**src/rtl/uart_rx.sv**
```systemverilog
`timescale 1ns/1ps
`default_nettype none
// ==========================================================================
// Module : uart_rx
// 8N1 serial receiver with a receive FIFO, data/status CSRs and a level IRQ.
// Rev    : 1.0
// ==========================================================================
module uart_rx #(
    parameter int          BIT_CYCLES  = 868,
    parameter int          DEPTH       = 8,
    parameter logic [11:0] DATA_ADDR   = 12'h051,
    parameter logic [11:0] STATUS_ADDR = 12'h052
) (
    input  logic        clk,
    input  logic        reset,
    input  logic        rx_pin,
    input  logic        csr_enable,
    input  logic [11:0] csr_addr,
    input  logic [2:0]  csr_op,
    input  logic [4:0]  rs1_zimm,
    input  logic [31:0] rs1_data,
    output logic [31:0] csr_data_out,
    output logic        interrupt
);
    localparam int c_aw = $clog2(DEPTH);
    localparam int c_cw = $clog2(BIT_CYCLES);
    localparam logic [c_cw-1:0] c_full_last = c_cw'(BIT_CYCLES - 1);
    localparam logic [c_cw-1:0] c_half_last = c_cw'(BIT_CYCLES / 2 - 1);
    localparam logic [c_aw:0]   c_depth     = (c_aw + 1)'(DEPTH);

    localparam logic [2:0] c_op_rw  = 3'b001;
    localparam logic [2:0] c_op_rc  = 3'b011;
    localparam logic [2:0] c_op_rwi = 3'b101;
    localparam logic [2:0] c_op_rci = 3'b111;

    localparam logic [2:0] c_idle  = 3'd0;
    localparam logic [2:0] c_start = 3'd1;
    localparam logic [2:0] c_data  = 3'd2;
    localparam logic [2:0] c_stop  = 3'd3;
    localparam logic [2:0] c_brk   = 3'd4;

    logic            rx_meta_q, rx_s_q;
    logic [2:0]      state_q, state_d;
    logic [c_cw-1:0] cnt_q, cnt_d;
    logic [2:0]      bit_idx_q, bit_idx_d;
    logic [7:0]      shift_q, shift_d;
    logic [c_aw-1:0] rd_ptr_q, rd_ptr_d, wr_ptr_q, wr_ptr_d;
    logic [c_aw:0]   count_q, count_d;
    logic            framing_err_q, framing_err_d;
    logic            overrun_q, overrun_d;
    logic            interrupt_q, interrupt_d;
    logic [7:0]      mem_q [DEPTH];

    logic w_half_done, w_bit_done, w_push_req, w_fe_set;
    logic w_empty, w_full, w_pop, w_wr, w_ovr_set;
    logic [1:0] w_clr;
    logic [7:0] w_head;
    logic w_unused;

    assign w_unused    = ^{rs1_data[31:2], rs1_zimm[4:2]};
    assign w_half_done = (cnt_q == c_half_last);
    assign w_bit_done  = (cnt_q == c_full_last);

    // State register
    always_ff @(posedge clk or negedge reset) begin
        if (!reset) state_q <= c_idle;
        else        state_q <= state_d;
    end

    // Next-state logic
    always_comb begin
        state_d = state_q;
        case (state_q)
            c_idle:  if (!rx_s_q) state_d = c_start;
            c_start: if (w_half_done) state_d = rx_s_q ? c_idle : c_data;
            c_data:  if (w_bit_done && bit_idx_q == 3'd7) state_d = c_stop;
            c_stop:  if (w_bit_done) state_d = rx_s_q ? c_idle : c_brk;
            c_brk:   if (rx_s_q) state_d = c_idle;
            default: state_d = c_idle;
        endcase
    end

    // Per-state outputs: bit timing, shift register and frame completion
    always_comb begin
        cnt_d      = cnt_q + c_cw'(1);
        bit_idx_d  = bit_idx_q;
        shift_d    = shift_q;
        w_push_req = 1'b0;
        w_fe_set   = 1'b0;
        case (state_q)
            c_start: begin
                if (w_half_done) begin
                    cnt_d     = '0;
                    bit_idx_d = 3'd0;
                end
            end
            c_data: begin
                if (w_bit_done) begin
                    cnt_d              = '0;
                    shift_d[bit_idx_q] = rx_s_q;
                    bit_idx_d          = bit_idx_q + 3'd1;
                end
            end
            c_stop: begin
                if (w_bit_done) begin
                    cnt_d      = '0;
                    w_push_req = rx_s_q;
                    w_fe_set   = !rx_s_q;
                end
            end
            default: begin
                cnt_d     = '0;
                bit_idx_d = 3'd0;
            end
        endcase
    end

    // FIFO bookkeeping; a pop in the push cycle frees the slot even when full
    always_comb begin
        w_empty   = (count_q == '0);
        w_full    = (count_q == c_depth);
        w_pop     = csr_enable && (csr_addr == DATA_ADDR) && !w_empty;
        w_wr      = w_push_req && (!w_full || w_pop);
        w_ovr_set = w_push_req && w_full && !w_pop;
        rd_ptr_d  = w_pop ? rd_ptr_q + c_aw'(1) : rd_ptr_q;
        wr_ptr_d  = w_wr  ? wr_ptr_q + c_aw'(1) : wr_ptr_q;
        count_d   = count_q;
        if (w_wr && !w_pop)      count_d = count_q + (c_aw + 1)'(1);
        else if (!w_wr && w_pop) count_d = count_q - (c_aw + 1)'(1);

        w_clr = 2'b00;
        if (csr_enable && csr_addr == STATUS_ADDR) begin
            case (csr_op)
                c_op_rw, c_op_rc:   w_clr = rs1_data[1:0];
                c_op_rwi, c_op_rci: w_clr = rs1_zimm[1:0];
                default:            w_clr = 2'b00;
            endcase
        end
        framing_err_d = (framing_err_q && !w_clr[0]) || w_fe_set;
        overrun_d     = (overrun_q && !w_clr[1]) || w_ovr_set;
        interrupt_d   = (count_d != '0);
    end

    always_ff @(posedge clk or negedge reset) begin
        if (!reset) begin
            rx_meta_q     <= 1'b1;
            rx_s_q        <= 1'b1;
            cnt_q         <= '0;
            bit_idx_q     <= 3'd0;
            shift_q       <= 8'h00;
            rd_ptr_q      <= '0;
            wr_ptr_q      <= '0;
            count_q       <= '0;
            framing_err_q <= 1'b0;
            overrun_q     <= 1'b0;
            interrupt_q   <= 1'b0;
        end else begin
            rx_meta_q     <= rx_pin;
            rx_s_q        <= rx_meta_q;
            cnt_q         <= cnt_d;
            bit_idx_q     <= bit_idx_d;
            shift_q       <= shift_d;
            rd_ptr_q      <= rd_ptr_d;
            wr_ptr_q      <= wr_ptr_d;
            count_q       <= count_d;
            framing_err_q <= framing_err_d;
            overrun_q     <= overrun_d;
            interrupt_q   <= interrupt_d;
        end
    end

    // Storage needs no reset: the head is masked while the FIFO is empty
    always_ff @(posedge clk) begin
        if (w_wr) mem_q[wr_ptr_q] <= shift_q;
    end

    always_comb begin
        w_head       = w_empty ? 8'h00 : mem_q[rd_ptr_q];
        csr_data_out = 32'h0000_0000;
        if (csr_addr == DATA_ADDR) begin
            csr_data_out = {!w_empty, 23'b0, w_head};
        end else if (csr_addr == STATUS_ADDR) begin
            csr_data_out = {16'b0, 8'(count_q), 4'b0, w_full, !w_empty,
                            overrun_q, framing_err_q};
        end
    end

    assign interrupt = interrupt_q;

endmodule
`default_nettype wire
```
**config.mk**
```make
export PLATFORM = sky130hd
export DESIGN_NAME = uart_rx
export DESIGN_NICKNAME = d
export VERILOG_FILES = /design/src/rtl/uart_rx.sv
export SDC_FILE = /design/constraint.sdc
export NUM_CORES = 1
export LEC_CHECK = 0
export ABC_AREA = 0
export CORE_MARGIN = 3
export CORE_UTILIZATION = 52
export DETAILED_ROUTE_END_ITERATION = 10
export GPL_TIMING_DRIVEN = 1
export PLACE_DENSITY_LB_ADDON = 0.25
export REMOVE_ABC_BUFFERS = 1
export SYNTH_ARGS = -nofsm -noshare
export SYNTH_HDL_FRONTEND = slang
export SYNTH_SLANG_ARGS = --single-unit
```
**constraint.sdc**
```tcl
create_clock -name clk -period 3.4 [get_ports clk]
set_input_delay 1.02 -clock clk [delete_from_list [all_inputs] [get_ports clk]]
set_output_delay 1.02 -clock clk [all_outputs]
set_load 0.05 [all_outputs]
```
==> flow_summary.rst <==
.. list-table::
   :header-rows: 1

   * - Metric
     - Value
   * - Result of the run
     - finished, final reports clean
   * - Routed vias
     - 2,783
   * - Period Utilization, post-route
     - 0.979
   * - Post-Place Cell Area
     - ~5400 um2
   * - Number of flops mapped to enable cells by yosys
     - 64
   * - Synth-to-Final Area Change
     - 19.3%
   * - Critical Path Start Type
     - input port
   * - Total core area
     - a little under 9000 um2
   * - Power per cell area
     - between 300 and 400 nW/um2
   * - Number of DRC violations after detailed-routing iteration 0
     - 201
   * - Post-route cell area
     - 5620 um2
   * - Post-synthesis compound-gate area fraction
     - 0.0573
   * - Arrival @ worst endpoint
     - 2.31 ns
   * - Most common cell after layout, fill and taps aside
     - sky130_fd_sc_hd__edfxtp_1
   * - Number of buffers added by the clock tree synthesis step
     - 9
   * - Clock net sink count
     - roughly 100
   * - Multiplexer fraction of the synthesized cell area
     - 0.107
   * - Minimum hold slack
     - 0.361 ns
   * - Filler Cells Inserted
     - 664
   * - Setup TNS after final layout
     - 0 ns
   * - Clock Latency Late Sink
     - 0.36 ns
   * - Post-Route Skew
     - 0.00935 ns
   * - Die ar.
     - approximately 10,000 um2
   * - Share of synthesized cell area in full adder, half adder and majority cells
     - 0.0212
   * - Placed Cells incl. Taps
     - 488
   * - Multi-input logic area
     - 1720 um2
   * - Number of setup violations in the final report
     - 0
   * - Register-to-register setup slack
     - between 0.6 and 0.7 ns
   * - Fraction of layout cells with a size suffix above 1
     - 0.253
   * - Unrepaired setup endpoints after global routing
     - false
   * - Flops & latches, synth
     - ~100
   * - Count of endpoints failing hold in the final timing report
     - 0
   * - Routability cong.
     - roughly 0.77
   * - Vertical die dimension
     - about 100 um
   * - Average cell area after synthesis
     - approximately 14 um2
   * - Maximum clock insertion buffer count
     - 2
   * - Global router's overall resource usage
     - 0.179
   * - Crit path time final
     - 3.33 ns
   * - CTS Root Buffer Type
     - sky130_fd_sc_hd__clkbuf_8
   * - Critical path buffers and inverters
     - 4
   * - Worst Setup Path Type
     - in -> out
   * - Synthesized instance count
     - between 300 and 400
   * - Antenna violations before repair
     - 0
   * - X dimension of the die
     - between 100 and 150 um
   * - Post-synthesis share of cell area spent on and, or, nand and nor gates
     - 0.124
   * - Fin. max-slew vios
     - 0
   * - Slowest stage cell on the critical path
     - sky130_fd_sc_hd__dlygate4sd2_1
   * - Residual DRC count
     - 0
   * - Area of all sequential standard cells
     - 2900 um2
   * - Vias in the first global route
     - approximately 2,800
   * - CTS clock-pin slew for the worst setup and hold paths
     - around 0.1 ns
   * - Wire length per cell
     - approximately 17 um
   * - Total number of yosys warnings
     - 0
   * - Slew headroom
     - 0.411
   * - Final global-route overflow total
     - 0
   * - Initial standard-cell utilization of the core
     - 0.538
   * - Main flop type after synthesis
     - sky130_fd_sc_hd__edfxtp_1
   * - Final Non-Filler Cells
     - about 500
   * - Wire length of the first global-routing pass
     - approximately 14,000 um
   * - Sequential area share after synthesis
     - 0.615
   * - Clock tree from TritonCTS
     - yes
   * - Fraction of synthesis flops using an asynchronous set or reset pin
     - 0.379
   * - Critical Path End Type
     - primary output
   * - Combinational family with the most area after synthesis
     - simple AND/OR/NAND/NOR gates
   * - Max Fclk
     - around 0.3 GHz
   * - I/O Pins
     - just under 90
   * - Final wirelength
     - slightly below 9000 um
   * - Critical Path, Cell by Cell
     - dlygate4sd2_1, nor4b_4, and3_4, buf_4, nand2_1, o21ai_2, buf_6, buf_12
   * - Count of port buffers added during placement
     - 35
   * - Maximum fanout encountered on the critical timing path
     - 5
   * - Vias per std cell
     - around 5.5
   * - DPL Wire Length
     - 6120 um
   * - Post-route core utilization
     - 0.642
   * - Highest-count cells in the layout ignoring fill and taps
     - 64 x sky130_fd_sc_hd__edfxtp_1, 37 x sky130_fd_sc_hd__dfrtp_1, 25 x sky130_fd_sc_hd__nand2_1
   * - Largest net degree at the start of global routing
     - 40
   * - Required time at the endpoint of the critical path
     - between 2 and 2.5 ns
   * - Maximum VDD drop
     - between 0.0002 and 0.00025 V
   * - Parity-gate share of the synthesized area counting xor and xnor cells
     - 0.0260
   * - Number of max-capacitance violations reported
     - 0
   * - Standby leakage power
     - ~2.2 nW
   * - Worst-margin pin slew
     - around 0.9 ns
   * - Syn Std Cell Area
     - roughly 4700 um2
   * - Number of placement rows
     - 34
   * - Antenna cells
     - 0
   * - Cell family with the largest share of critical-path delay
     - buffers and inverters
   * - Post-synthesis cell type count
     - 51
   * - Post-route ant nets
     - 0
   * - Count of H-tree levels built during CTS
     - 3
   * - Total Nets Final
     - ~460
   * - Pre-antenna DRT Iters
     - 4
   * - Number of hold-repair buffers added at the cts stage
     - 0
   * - CP peak stage delay
     - approximately 0.27 ns
   * - Tightest Hold Check Type
     - reg -> reg
==> kinds of logic (layout without fill, tap and decap cells) <==
logic type | count (synthesis) | after routing
AND/OR/NAND/NOR | 101 | 101
multiplexers | 30 | 30
flip-flops | 103 | 103
other | 1 | 19
XOR/XNOR | 14 | 14
buffers and inverters | 36 | 83
adder cells (fa/ha/maj) | 8 | 8
AO/OA/AOI/OAI | 41 | 41
==> layout make-up <==
class,instances,area share
flip-flops and latches,103,0.516
inverters,7,0.00512
clock inverters,7,0.0113
repair buffers,60,0.117
clock buffers,9,0.0220
well taps,108,0.0240
multi-input cells,213,0.305
==> stage by stage <==
step                      setup slack [ns]  power, mW
after floorplan                     -0.299       1.44
after global placement              -0.248       1.48
after detailed placement            -0.292       1.48
after CTS                           0.0191       2.20
after global routing              0.000967       2.25
final                               0.0705       2.18
==> synthesized netlist by cell type (all sizes together) (3+ instances only) <==
master	number	area share
nand3	6	0.0064
clkbuf	3	0.0024
dfrtp	37	0.20
and2	4	0.0058
nand2b	6	0.0080
nand2	26	0.021
mux4	16	0.076
a21oi	5	0.0053
xor2	5	0.0093
o31ai	8	0.013
edfxtp	64	0.41
mux2i	11	0.023
a211oi	4	0.0064
mux2	3	0.0072
nor2	28	0.022
ha	8	0.021
nor3	10	0.011
nor3b	3	0.0058
buf	26	0.040
xnor2	9	0.017
nor4b	4	0.017
nand4	3	0.0053
o21ai	13	0.014
inv	7	0.0061
==> worst paths after layout <==
path	start	to	cells after the start
max	csr_addr[0]	csr_data_out[0]	8
min	rx_meta_q$_DFF_PN1_	rx_s_q$_DFF_PN1_	0
max reg2reg	count_q[0]$_DFF_PN0_	interrupt$_DFF_PN0_	11
min reg2reg	rx_meta_q$_DFF_PN1_	rx_s_q$_DFF_PN1_	0
max in group asynchronous	reset	shift_q[6]$_DFFE_PN0P_	1
min in group asynchronous	reset	count_q[2]$_DFF_PN0_	1
==> flip-flops by register name, summed over array words and instances, names as in the netlist <==
name,cells
framing_err_q,1
rx_s_q,1
mem_q,64
cnt_q,10
rx_meta_q,1
overrun_q,1
interrupt,1
wr_ptr_q,3
state_q,3
shift_q,8
bit_idx_q,3
rd_ptr_q,3
count_q,4
==> routing by layer <==
layer,track usage,vias to the layer above,part of all wire,wire length (um)
met1,0.240,1390,0.44,3780
met4,0.0460,0,0.011,97
met3,0.0399,8,0.042,360
li1,-,1331,-,-
met2,0.299,54,0.51,4440
met5,0,-,0,0
==> timing repair <==
item / in CTS / in global routing
setup endpoints to repair: 12 / 8
hold endpoints to repair: 0 / 0
gates resized for setup: 31 / 12
buffers inserted: 3 / 0
pin swaps: 9 / 5
==> report_power, final <==
group          switching, mW  total (mW)  internal, mW
clock                  0.441       0.724         0.283
combinational         0.0876       0.123        0.0356
sequential           0.00813        1.33          1.32
total                  0.537        2.18          1.64
No activity file was read; power rests on OpenSTA's default activity.
==> RTL edit (same settings) <==
Register the output `csr_data_out`, cleared by the reset; this adds one clock of latency there. The other outputs are not delayed to match.
--- a/src/rtl/uart_rx.sv
+++ b/src/rtl/uart_rx.sv
@@ -40,4 +40,6 @@
     localparam logic [2:0] c_brk   = 3'd4;
 
+    logic [31:0] csr_data_d;
+
     logic            rx_meta_q, rx_s_q;
     logic [2:0]      state_q, state_d;
@@ -177,9 +179,9 @@
     always_comb begin
         w_head       = w_empty ? 8'h00 : mem_q[rd_ptr_q];
-        csr_data_out = 32'h0000_0000;
+        csr_data_d = 32'h0000_0000;
         if (csr_addr == DATA_ADDR) begin
-            csr_data_out = {!w_empty, 23'b0, w_head};
+            csr_data_d = {!w_empty, 23'b0, w_head};
         end else if (csr_addr == STATUS_ADDR) begin
-            csr_data_out = {16'b0, 8'(count_q), 4'b0, w_full, !w_empty,
+            csr_data_d = {16'b0, 8'(count_q), 4'b0, w_full, !w_empty,
                             overrun_q, framing_err_q};
         end
@@ -187,4 +189,12 @@
 
     assign interrupt = interrupt_q;
+
+    always_ff @(posedge clk or negedge reset) begin
+        if (!reset) begin
+            csr_data_out <= '0;
+        end else begin
+            csr_data_out <= csr_data_d;
+        end
+    end
 
 endmodule
Function: same outputs for any inputs over 10 cycles, from zero or initial values and one cycle with reset low; that may be too few to reach the edited logic, so the function may still have changed.
==> RTL edit against the unedited design <==
- cell area increased by 9.4%
- worst setup slack improved by 0.37 ns
- synthesized area increased by 7.6%
- power increased by 48%
- sequential cell count increased by 13
- maximum frequency increased by 12%
- non-clock buffer count decreased by 5
- sequential share of layout area increased by 0.86 points
- die area increased by 7.2%
- wire length increased by 6.8%
- first-iteration DRC count decreased by 10%
- combinational power decreased by 21%
- final cell count increased by 8.7%
- sequential power increased by 11%
- critical path type is now input port to register
- largest cell class unchanged
- largest power group is now clock
==> RTL edit: results (changes against the unedited design) <==
Routing
  • Drt first pass iters: 4 (unchanged)
  • Highest routed layer: met4
  • Final WL: 9257 µm (+6.8%)
  • Wirelength per Cell: 16.80 µm (-1.8%)
  • Met1 WL: 4086 µm (+8.2%)
  • Drt initial violations: 180 (-10%)
  • Met2 wire length: 4687 µm (+5.6%)
  • Vias post-DR: 2962 (+6.4%)
  • DR WL met3: 388 µm (+7.8%)

Worst hold path
  • Hold_sp: rx_meta_q
  • Hold path endpoint: rx_s_q
  • Hold WC Path Type: register to register

Placed design
  • DP Wirelength: 6135 µm (+0.27%)
  • Placed Cells: 519 (+6.4%)
  • DP Worst Slack: -0.007577 ns (+0.2841 ns)
  • RD Place Congestion: 0.8281 (+7.8%)
  • Post-DP Area: 5592 µm² (+4.1%)
  • PortBufs: 35 (unchanged)

Layout
  • Largest regs: mem_q: 64 flops, csr_data_out: 13 flops, cnt_q: 10 flops
  • Diodes inserted: 0 (unchanged)
  • Share of layout cells above drive strength 1: 0.2062 (-0.04697)
  • Nets: 473 (+3.3%)

CTS
  • Hold-fix buffer count after cts: 0 (unchanged)
  • PostCTS Resize Cnt: 0 (-100%)
  • CTS max path bufs: 2 (unchanged)
  • Number of buffers added for setup after CTS: 0 (-3)
  • Clock Pin Slew Worst Setup and Hold Paths: 0.06 ns (-0.04 ns)
  • Clk root buf: clkbuf_8
  • Num CTS Buffers: 17 (+8)
  • Clock H-tree levels: 4 (+1)
  • Worst skew pair latency: 0.50 ns (+0.14 ns)

Critical path
  • FF-to-FF setup slack: 0.61 ns
  • R2R depth: 11 (unchanged)
  • FF-to-FF End: interrupt
  • Max FO, Critical Path: 8 (+3)
  • CP arrival: 3.17 ns (+0.86 ns)
  • Reg2reg start: count_q[1]

Global routing
  • First-pass GRT wire length: 15700 µm (+12%)
  • Global-route met2 utilization: 0.2951 (-0.003651)
  • Routing usage on met3: 0.05374 (+0.01379)
  • Routing usage on met1: 0.2497 (+0.009515)
  • Initial antenna violation count: 0 (unchanged)
  • Largest net degree at the start of global routing: 22 (-45%)
  • Total track usage: 0.1851 (+0.006184)

Synth
  • Netlist cell types: 53 (+3.9%)
  • Synth area leaders: edfxtp_1 (38%), dfrtp_1 (25%), mux4_2 (7.1%), buf_4 (3.3%), nor2_1 (2.0%)
  • Top cells by count, synth: edfxtp_1 (64), dfrtp_1 (50), nor2_1 (27), nand2_1 (24), buf_4 (22)
  • Syn Inst Count: 349 (+4.5%)
  • Yosys warnings: 0 (unchanged)
  • Post-synth EDFFs: 64 (unchanged)
  • Async set-reset flop share out of synthesis: 0.4483 (+0.06964)
  • Register area share after synthesis: 0.6358 (+0.02041)

Pwr
  • Leak: 0.002574 µW (+19%)
  • Max VDD drop: 0.4273 mV (+73%)

Timing
  • Worst slew pin tran: 0.8165 ns (-0.06675 ns)
  • Worst hold slack: 0.3607 ns (-0.0005790 ns)
  • Worst clock skew: 0.008299 ns (-0.001049 ns)

Run status
  • Status: completed
RTL edit: cell types whose count changed after synthesis, moves of 3 or more:
| cell | delta |
|---|---|
| o31ai_1 | -5 |
| dfrtp_1 | +13 |
| buf_4 | +3 |
| o21ai_0 | -6 |
| clkbuf_1 | +3 |
| mux2_1 | +5 |
| and2_1 | +3 |
RTL edit: report_power, final:
part           switching, µW  leakage [µW]  total [µW]  internal [µW]
logic                   69.3      0.000879        96.8           27.5
clock network            664      0.000277        1650            988
registers               3.00       0.00142        1480           1480
RTL edit: kinds of logic (layout without fill, tap and decap cells):
logic type	Yosys count	in the layout	synth area share
flops	116	116	0.6358
simple gates	106	106	0.1228
buf+inv	39	94	0.04587
mux	35	35	0.1107
compound gates	30	30	0.04020
xor+xnor	14	14	0.02417
fa+ha+maj	8	8	0.01973
other cells	1	19	0.0007391
RTL edit: critical path, stage by stage:
cell and delay, ns:
clkdlybuf4s50_1 0.44, nor4b_4 0.33, nand4_2 0.22, inv_2 0.17, nand2_1 0.08, buf_4 0.17, a21oi_1 0.17, nand2_1 0.15
nor3_1 0.17, buf_4 0.23
RTL edit: final cells by class:
class                   instances  area, µm²
multi-input cells             212       1683
inverters                       7      26.28
repair buffers                 55      495.5
clock inverters                15      146.4
flip-flops and latches        116       3226
well taps                     129      161.4
clock buffers                  17      414.1
fillers                       684       3219
RTL edit: how the worst max path moves through the flow:
stage / start / to / slack [ns] / cells past startpoint
floorplan: csr_addr[3] / mem_q[0][0] / 0.03 / 5
global placement: csr_addr[3] / mem_q[4][5] / 0.002 / 10
detailed placement: csr_addr[3] / interrupt / -0.008 / 8
CTS: csr_addr[3] / mem_q[4][4] / 0.44 / 10
global route: csr_addr[3] / mem_q[4][4] / 0.32 / 10
finish: csr_addr[3] / mem_q[4][2] / 0.44 / 10
